[src/rtl/vga_pkg.sv]
// Shared VGA timing types and reference constants used by the sync driver,
// the sync monitor and their benches.
package vga_pkg;

  // Monitor lock state.
  typedef enum logic [1:0] {
    SEARCH  = 2'd0,
    MEASURE = 2'd1,
    LOCKED  = 2'd2
  } mon_state_t;

  // XGA (1024x768 @ 60 Hz) line and frame timing.
  localparam int H_TOTAL = 1344;
  localparam int H_SYNC  = 136;
  localparam int V_TOTAL = 806;
  localparam int V_SYNC  = 6;

endpackage

[src/rtl/vga_edge_detect.sv]
// Registers one active-low sync line and reports its edges. The edges are
// combinational against the live input, so they are visible in the same
// cycle the input changes.
module vga_edge_detect (
  input  logic clk_vga,
  input  logic rst_n,
  input  logic din,
  output logic rise,
  output logic fall
);

  logic din_r;

  // Previous-cycle copy of the line; idles high (sync inactive) out of reset.
  always_ff @(posedge clk_vga or negedge rst_n) begin
    if (!rst_n) din_r <= 1'b1;
    else        din_r <= din;
  end

  assign fall = din_r & ~din;
  assign rise = ~din_r & din;

endmodule

[src/rtl/vga_sync_monitor.sv]
// Receive-side VGA timing monitor. Measures line period, hsync width, lines
// per frame and vsync width from an hs/vs pair, locks once the measurements
// repeat for LOCK_FRAMES frames, and flags loss of lock or sync.
module vga_sync_monitor
  import vga_pkg::*;
#(
  parameter int H_W         = 12,
  parameter int V_W         = 11,
  parameter int LOCK_FRAMES = 2,
  parameter int TIMEOUT     = 4095,
  parameter int V_MAX       = 2047
) (
  input  logic           clk_vga,
  input  logic           rst_n,
  input  logic           hs,
  input  logic           vs,
  output logic [H_W-1:0] h_total,
  output logic [H_W-1:0] h_sync,
  output logic [V_W-1:0] v_total,
  output logic [V_W-1:0] v_sync,
  output logic [H_W-1:0] h_pos,
  output logic [V_W-1:0] v_pos,
  output logic           frame_start,
  output logic           locked,
  output logic           mode_err
);

  localparam logic [H_W-1:0] H_SAT = '1;
  localparam logic [V_W-1:0] V_SAT = '1;
  localparam logic [H_W-1:0] H_TO  = H_W'(TIMEOUT);
  localparam logic [V_W-1:0] V_TO  = V_W'(V_MAX);
  localparam int             MW    = (LOCK_FRAMES > 1) ? $clog2(LOCK_FRAMES) : 1;
  localparam logic [MW-1:0]  LOCK_AT = MW'(LOCK_FRAMES - 1);
  localparam int             SW    = 2*H_W + 2*V_W;

  logic           hs_rise, hs_fall, vs_rise, vs_fall;
  logic [H_W-1:0] h_cnt, line_len, hsw;
  logic [V_W-1:0] v_cnt, vsw;
  logic           have_prev, line_err;
  logic           len_mismatch, line_err_now;
  logic           timeout;
  logic [H_W-1:0] len_nxt, hsw_nxt;
  logic [SW-1:0]  snap_nxt, ref_q;
  logic           ref_valid, snap_ok;
  logic [MW-1:0]  match_cnt, match_nxt;
  mon_state_t     state;

  vga_edge_detect u_hs_edge (
    .clk_vga (clk_vga),
    .rst_n   (rst_n),
    .din     (hs),
    .rise    (hs_rise),
    .fall    (hs_fall)
  );

  vga_edge_detect u_vs_edge (
    .clk_vga (clk_vga),
    .rst_n   (rst_n),
    .din     (vs),
    .rise    (vs_rise),
    .fall    (vs_fall)
  );

  // Clock counter within a line: line period at hs fall, low width at hs rise.
  always_ff @(posedge clk_vga or negedge rst_n) begin
    if (!rst_n) begin
      h_cnt    <= '0;
      line_len <= '0;
      hsw      <= '0;
    end else begin
      if (hs_fall) begin
        line_len <= h_cnt;
        h_cnt    <= H_W'(1);
      end else if (h_cnt != H_SAT) begin
        h_cnt <= h_cnt + 1'b1;
      end
      if (hs_rise) hsw <= h_cnt;
    end
  end

  // A line only counts as irregular against an earlier line of the same frame,
  // so the line that ends first after a vs fall is never compared.
  assign len_mismatch = hs_fall & have_prev & (h_cnt != line_len);
  // The last line of a frame ends on the closing vs fall; fold it in here.
  assign line_err_now = line_err | len_mismatch;

  // Sticky per-frame line-length consistency flag.
  always_ff @(posedge clk_vga or negedge rst_n) begin
    if (!rst_n) begin
      have_prev <= 1'b0;
      line_err  <= 1'b0;
    end else if (vs_fall) begin
      have_prev <= 1'b0;
      line_err  <= 1'b0;
    end else if (hs_fall) begin
      have_prev <= 1'b1;
      if (len_mismatch) line_err <= 1'b1;
    end
  end

  // Line counter within a frame; a line starting on the vs fall is line 1.
  always_ff @(posedge clk_vga or negedge rst_n) begin
    if (!rst_n) begin
      v_cnt <= '0;
      vsw   <= '0;
    end else begin
      if (vs_fall)                       v_cnt <= hs_fall ? V_W'(1) : '0;
      else if (hs_fall && v_cnt != V_SAT) v_cnt <= v_cnt + 1'b1;
      // A line starting on the vs rise still belongs to the sync pulse.
      if (vs_rise) vsw <= v_cnt + V_W'(hs_fall);
    end
  end

  // Frame measurement as seen at the closing vs fall, including any edge
  // that lands in that same cycle.
  assign len_nxt  = hs_fall ? h_cnt : line_len;
  assign hsw_nxt  = hs_rise ? h_cnt : hsw;
  assign snap_nxt = {len_nxt, hsw_nxt, v_cnt, vsw};
  assign snap_ok  = ref_valid & (snap_nxt == ref_q) & ~line_err_now;
  assign match_nxt = snap_ok ? match_cnt + 1'b1 : '0;

  // Sync stays lost while either counter sits at its limit.
  assign timeout = (h_cnt == H_TO) | (v_cnt == V_TO);

  // Lock FSM with snapshot registers and registered status pulses.
  always_ff @(posedge clk_vga or negedge rst_n) begin
    if (!rst_n) begin
      state       <= SEARCH;
      locked      <= 1'b0;
      mode_err    <= 1'b0;
      frame_start <= 1'b0;
      match_cnt   <= '0;
      ref_valid   <= 1'b0;
      ref_q       <= '0;
      h_total     <= '0;
      h_sync      <= '0;
      v_total     <= '0;
      v_sync      <= '0;
    end else begin
      mode_err    <= 1'b0;
      frame_start <= vs_fall;
      if (timeout) begin
        // Snapshot outputs hold their last good values.
        if (state == LOCKED) mode_err <= 1'b1;
        state     <= SEARCH;
        locked    <= 1'b0;
        match_cnt <= '0;
        ref_valid <= 1'b0;
      end else if (vs_fall) begin
        unique case (state)
          SEARCH: begin
            // Partial frame seen so far is meaningless; start measuring.
            state     <= MEASURE;
            match_cnt <= '0;
            ref_valid <= 1'b0;
          end
          MEASURE: begin
            {h_total, h_sync, v_total, v_sync} <= snap_nxt;
            ref_q     <= snap_nxt;
            ref_valid <= 1'b1;
            match_cnt <= match_nxt;
            if (match_nxt == LOCK_AT) begin
              state  <= LOCKED;
              locked <= 1'b1;
            end
          end
          LOCKED: begin
            {h_total, h_sync, v_total, v_sync} <= snap_nxt;
            if (!snap_ok) begin
              mode_err  <= 1'b1;
              locked    <= 1'b0;
              match_cnt <= '0;
              state     <= MEASURE;
              ref_q     <= snap_nxt;
            end
          end
          default: state <= SEARCH;
        endcase
      end
    end
  end

  assign h_pos = h_cnt;
  assign v_pos = v_cnt;

endmodule
[config.mk]
export PLATFORM = sky130hd
export DESIGN_NAME = vga_sync_monitor
export DESIGN_NICKNAME = d
export VERILOG_FILES = /design/src/rtl/vga_pkg.sv /design/src/rtl/vga_edge_detect.sv /design/src/rtl/vga_sync_monitor.sv
export SDC_FILE = /design/constraint.sdc
export NUM_CORES = 1
export LEC_CHECK = 0
export CORE_UTILIZATION = 41
export CTS_BUF_LIST = sky130_fd_sc_hd__clkbuf_16
export CTS_CLUSTER_DIAMETER = 30
export DETAILED_ROUTE_END_ITERATION = 6
export GPL_TIMING_DRIVEN = 0
export PLACE_DENSITY = 0.64
export SYNTH_ARGS = -nofsm -noshare
export SYNTH_HDL_FRONTEND = slang
export SYNTH_SLANG_ARGS = --single-unit
[constraint.sdc]
create_clock -name clk_vga -period 5.98 [get_ports clk_vga]
set_clock_uncertainty 0.15 [all_clocks]
set_input_delay 0.897 -clock clk_vga [delete_from_list [all_inputs] [get_ports clk_vga]]
set_output_delay 0.897 -clock clk_vga [all_outputs]
set_load 0.01 [all_outputs]
Yosys cells after proc, flatten, opt, wreduce, memory -nomap -nowiden
Index checks and enable logic that the tools add are counted.
Word-level totals
  bits in registers: 161
  bits of input ports: 4
  word-level logic and storage cells: 106
Cells by class
  add/sub/neg operators: 4
  eq/ne operators: 11
  mux-type cells: 36
  bitwise logic cells: 16
  reduce and logical (&&, ||, !) cells: 19
Operator list (number)
  $pmux W46 S2: 1
  $mux W12: 4
  $eq A46 B46 Y1: 1
  $mux W46: 1
  $mux W11: 2
  $mux W1: 20
  $add A12 B1 Y12 const B: 1
  $eq A12 B12 Y1 const B: 1
  $ne A12 B12 Y1: 1
  $ne A12 B12 Y1 const B: 1
  $reduce_bool A2 Y1: 6
  $add A11 B1 Y11: 1
  $add A11 B1 Y11 const B: 1
  $eq A11 B11 Y1 const B: 1
  $ne A11 B11 Y1 const B: 1
  $reduce_and A3 Y1: 3
  $and A1 B1 Y1: 8
  $mux W2: 4
  $reduce_and A4 Y1: 2
  $ne A3 B3 Y1 const B: 2
  $not A1 Y1: 6
  $pmux W2 S3: 1
  $reduce_bool A3 Y1: 2
  $pmux W1 S2: 2
  other kinds (11): 13

Longest topological paths before layout
  word-level depth: 12
  gate-level depth with buffers: 11

Hierarchy
Synthesis repeated with hierarchy kept, for this count alone.
Second synthesis, totals
  cell total of the unflattened synthesis: 558
  area, all modules: 7445.9 µm²
By module, submodules not included
  vga_sync_monitor: instances 1, cells an instance 552, area an instance 7363.3 µm²
  vga_edge_detect: instances 2, cells an instance 3, area an instance 41.3 µm²

Worst setup path before layout
No wires, ideal clock.
  path type: input to register
  start point: input hs
  end point: register ref_q[10]
  arrival time: 3.025 ns
  data required time: 5.705 ns
  setup slack: 2.679 ns
  cell stages on the path: 11
  cell sequence: nand2b_1 buf_4 inv_2 a2111oi_1 nor2_1 nor4b_2 nand4_2 o31ai_4 nor2_2 buf_6 mux2_4
Between the ends
  cells in the longest elaborated chain, start to end: 9
Ends and longest elaborated chain
  from (decl): line vga_sync_monitor.sv:15  | input logic hs,
  branches (longest 6 deep; another with $eq A46 B46 Y1)
  $and A1 B1 Y1 (*): line vga_sync_monitor.sv:119  | assign snap_ok = ref_valid & (snap_nxt == ref_q) & ~line_err_now;
  $ne A2 B2 Y1 (no line) (*)
  $reduce_and A4 Y1 (no line) (*)
  to (signal assigned): line vga_sync_monitor.sv:159  | ref_q <= snap_nxt;
  to (signal assigned): line vga_sync_monitor.sv:174  | ref_q <= snap_nxt;
  to (decl): line vga_sync_monitor.sv:43  | logic [SW-1:0] snap_nxt, ref_q;
Mark *: on every way between the ends.
A chain may end at the register's enable or synchronous reset.

Final worst setup path
  start point: input hs
  end point: register ref_q[24]
Between the ends
  cells in the longest elaborated chain, start to end: 9
Ends and longest elaborated chain
  branches (longest 9 deep; another with $eq A46 B46 Y1)
Parallel ways; which one is timed is not known. The select of a mux whose other input is x is not followed.

==> reports/metrics.yaml <==
fillers: 1614
cts_tree: "built"
worstPathArrival_ns: 4.21
cp_cell_sequence: "clkdlybuf4s50_1 -> nor2b_1 -> nand3_1 -> a221oi_1 -> nor4b_2 -> nand4_2 -> o31ai_4 -> nor2_2 -> buf_6 -> mux2_4"
vias: 5538
hold_viol_final: 0
synthCells: 685
seq_area_sq_um: 4030
first_iter_violations: 296
numClockSinks: 161
slew_violations: 0
die_h_um: 140
cts_buffers: 17
r2r_start: "h_pos[7]"
dr.pass1.iters: 5
n_antenna_cell: 0
ys_seq_area_frac: 0.515
r2r_end: "ref_q[24]"
gp_congestion: 0.892
crit_slowest_cell: "clkdlybuf4s50_1"
worstSetupPathType: "input port to flip-flop"
leakagePower_nw: 4.50
reg2reg_depth: 10
vdd_drop_max_mv: 0.228
final_core_util: 0.510
avgRoutedWirePerCell_um: 18.7
overflow: 0
avgSynthCellArea_sq_um: 11.4
slew_headroom: 0.552
dp.cells: 995
core_area_sq_um: 18700
fmax_ghz: 0.247
die-area_sq_um: 19600
ant_nets: 0
yosysTopAreaCell: "dfrtp_1"
grt_pass1_vias: 5726
drive_gt1_frac: 0.184
start_util: 0.418
dp.final_hpwl_um: 13600
die-width_um: 140
period_minus_slack_ns: 4.05
syn_to_final_growth_pct: 22.0
grt_setup_unrepaired: "no"
port_buffers: 75
critical_path_buf_inv_count: 2
netlist.area_leader.share: 0.508
yosys_register_bits: 161
final_cells: 1027
drv_cap: 0
fin_crit_sh: 0.677
cp-end-kind: "flip-flop"
track_usage: 0.207
grt_pass1_wl_um: 31200
yosys-top-cells-area: "dfrtp_1 (51%), mux2_2 (7.2%), mux2_4 (7.1%), xor2_1 (6.4%), nand2_1 (3.6%)"
r2r_slack_ns: 2.41
clock_latency_ns: 0.43
h-tree-depth: 4
cts-resized-gates: 0
nets: 792
grt_antenna_before_repair: 0
status: "finished clean"
synth_cell_type_count: 59
synth_nets: 697
multi_input_area_sq_um: 3480
drt-vias-per-instance: 5.39
ys_async_sr_fraction: 1.00
crit_fanout: 10
wirelength_um: 19200
clock_path_buffers: 2
grt_max_degree: 126
drc: 0
worst_path_largest_cell_delay_ns: 0.56
ys.flop_type: "dfrtp_1"
cp_data_required_time_ns: 6.14
clkSlewWorstSetupHoldPaths_ns: 0.07
setup_viol_count_final: 0
design.portCount: 76
holdCritPathClass: "input port to asynchronous set/reset pin"
hold_buffers: 0
critPathLaunchType: "input port"
crit_family: "simple AND/OR/NAND/NOR gates"
root_buffer: "clkbuf_16"
tightest_slew_ns: 0.671
power_density_nw_per_um2: 360
postCtsSetupRepairBufs: 0
synth_area_sq_um: 7830
yosys_warnings: 0
rows: 50
synth-edff-count: 0
-- kinds of logic after synthesis --
kind of cell               count (synthesis)  synth area share
AOI/OAI and AO/OA                         81            0.0719
xor gates and xnor gates                  79            0.0884
adders and majority gates                  8            0.0128
buffers and inverters                     70            0.0396
DFF                                      161             0.515
muxes                                     95             0.153
and+or+nand+nor                          191             0.119
-- final cells by class --
cell class              count  area share
flip-flops and latches    161       0.422
clock inverters            15      0.0228
well taps                 234      0.0307
multi-input cells         454       0.365
inverters                  28      0.0110
clock buffers              17      0.0446
plain buffers              42      0.0215
repair buffers             76      0.0821
-- registers in the layout (all words and copies together), names as in the netlist, 2 cells and up --
name      cells
h_sync       12
v_total      11
state         2
v_sync       11
h_pos        12
line_len     12
h_total      12
v_pos        11
vsw          11
ref_q        46
hsw          12
-- stage by stage --
step	TNS [ns]	power (mW)	hold WS [ns]	instance area [sq um]	setup WS [ns]
floorplan	0	1.91	0.317	7830	2.68
global placement	-425.23	2.21	0.320	8870	-2.68
detailed placement	0	2.24	0.323	8900	1.52
CTS	0	3.46	0.180	9550	1.97
global route	0	3.58	0.196	9550	1.75
finish	0	3.43	0.180	9550	1.93
-- per-layer routing --
| metal | vias to the layer above | global-route usage | routed length [um] |
|---|---|---|---|
| met4 | 0 | 0.0758 | 419 |
| met3 | 32 | 0.0451 | 832 |
| li1 | 2548 | - | - |
| met1 | 2793 | 0.277 | 9010 |
| met5 | - | 0 | 0 |
| met2 | 165 | 0.332 | 8960 |
-- synth_stat cells, types with 2 or more instances --
| master | n |
|---|---|
| inv_1 | 26 |
| nand4_1 | 8 |
| ha_1 | 8 |
| buf_6 | 4 |
| o221ai_1 | 5 |
| buf_4 | 2 |
| dfrtp_1 | 159 |
| a221oi_1 | 9 |
| a22oi_1 | 2 |
| and2_1 | 4 |
| buf_2 | 8 |
| nor4_1 | 9 |
| a2111oi_0 | 2 |
| a21oi_1 | 10 |
| mux2i_1 | 8 |
| and4_1 | 2 |
| nand3_1 | 16 |
| nand2b_1 | 7 |
| and3_1 | 6 |
| dfstp_2 | 2 |
| nor2b_1 | 9 |
| o21ai_0 | 28 |
| nand2_1 | 76 |
| o21a_1 | 2 |
| mux2_4 | 37 |
| or3_1 | 3 |
| mux2_2 | 50 |
| or2_2 | 2 |
| clkbuf_1 | 27 |
| xnor2_1 | 22 |
| a31oi_1 | 2 |
| nor2_1 | 29 |
| o22ai_1 | 4 |
| a211oi_1 | 3 |
| xor2_1 | 57 |
| o2111ai_1 | 2 |
| nor3_1 | 10 |
| nor3b_1 | 4 |
-- report_power, final --
group          switching [mW]  total (mW)  internal (mW)
sequential              0.123        1.35           1.23
combinational           0.447       0.872          0.425
clock                   0.492        1.21          0.714
total                    1.06        3.43           2.37
-- how the worst max path moves through the flow --
stage | startpoint | end | slack (ns) | cells past startpoint
2_1_floorplan | hs | ref_q[10] | 2.68 | 11
3_3_place_gp | rst_n | v_total[10] | -2.68 | 1
3_5_place_dp | hs | ref_q[30] | 1.52 | 10
4_1_cts | hs | ref_q[24] | 1.97 | 10
5_1_grt | hs | ref_q[24] | 1.75 | 10
6_report | hs | ref_q[24] | 1.93 | 10
-- cells in the final DEF (no fill, tap or decap), types with 3 or more instances in the layout --
cell type and count:
dfrtp_1 159, nand2_1 76, clkdlybuf4s50_1 74, xor2_1 57, mux2_2 50, mux2_4 37
nor2_1 29, o21ai_0 28, clkbuf_1 27, inv_1 26, xnor2_1 22, clkbuf_16 17
nand3_1 16, a21oi_1 10, nor3_1 10, nor2b_1 9, nor4_1 9, a221oi_1 9
buf_2 8, mux2i_1 8, nand4_1 8, ha_1 8, nand2b_1 7, and3_1 6
o221ai_1 5, inv_6 5, o22ai_1 4, nor3b_1 4, and2_1 4, buf_6 4
bufinv_16 4, a211oi_1 3, or3_1 3, inv_8 3
Power figures use the tool's default switching activity.
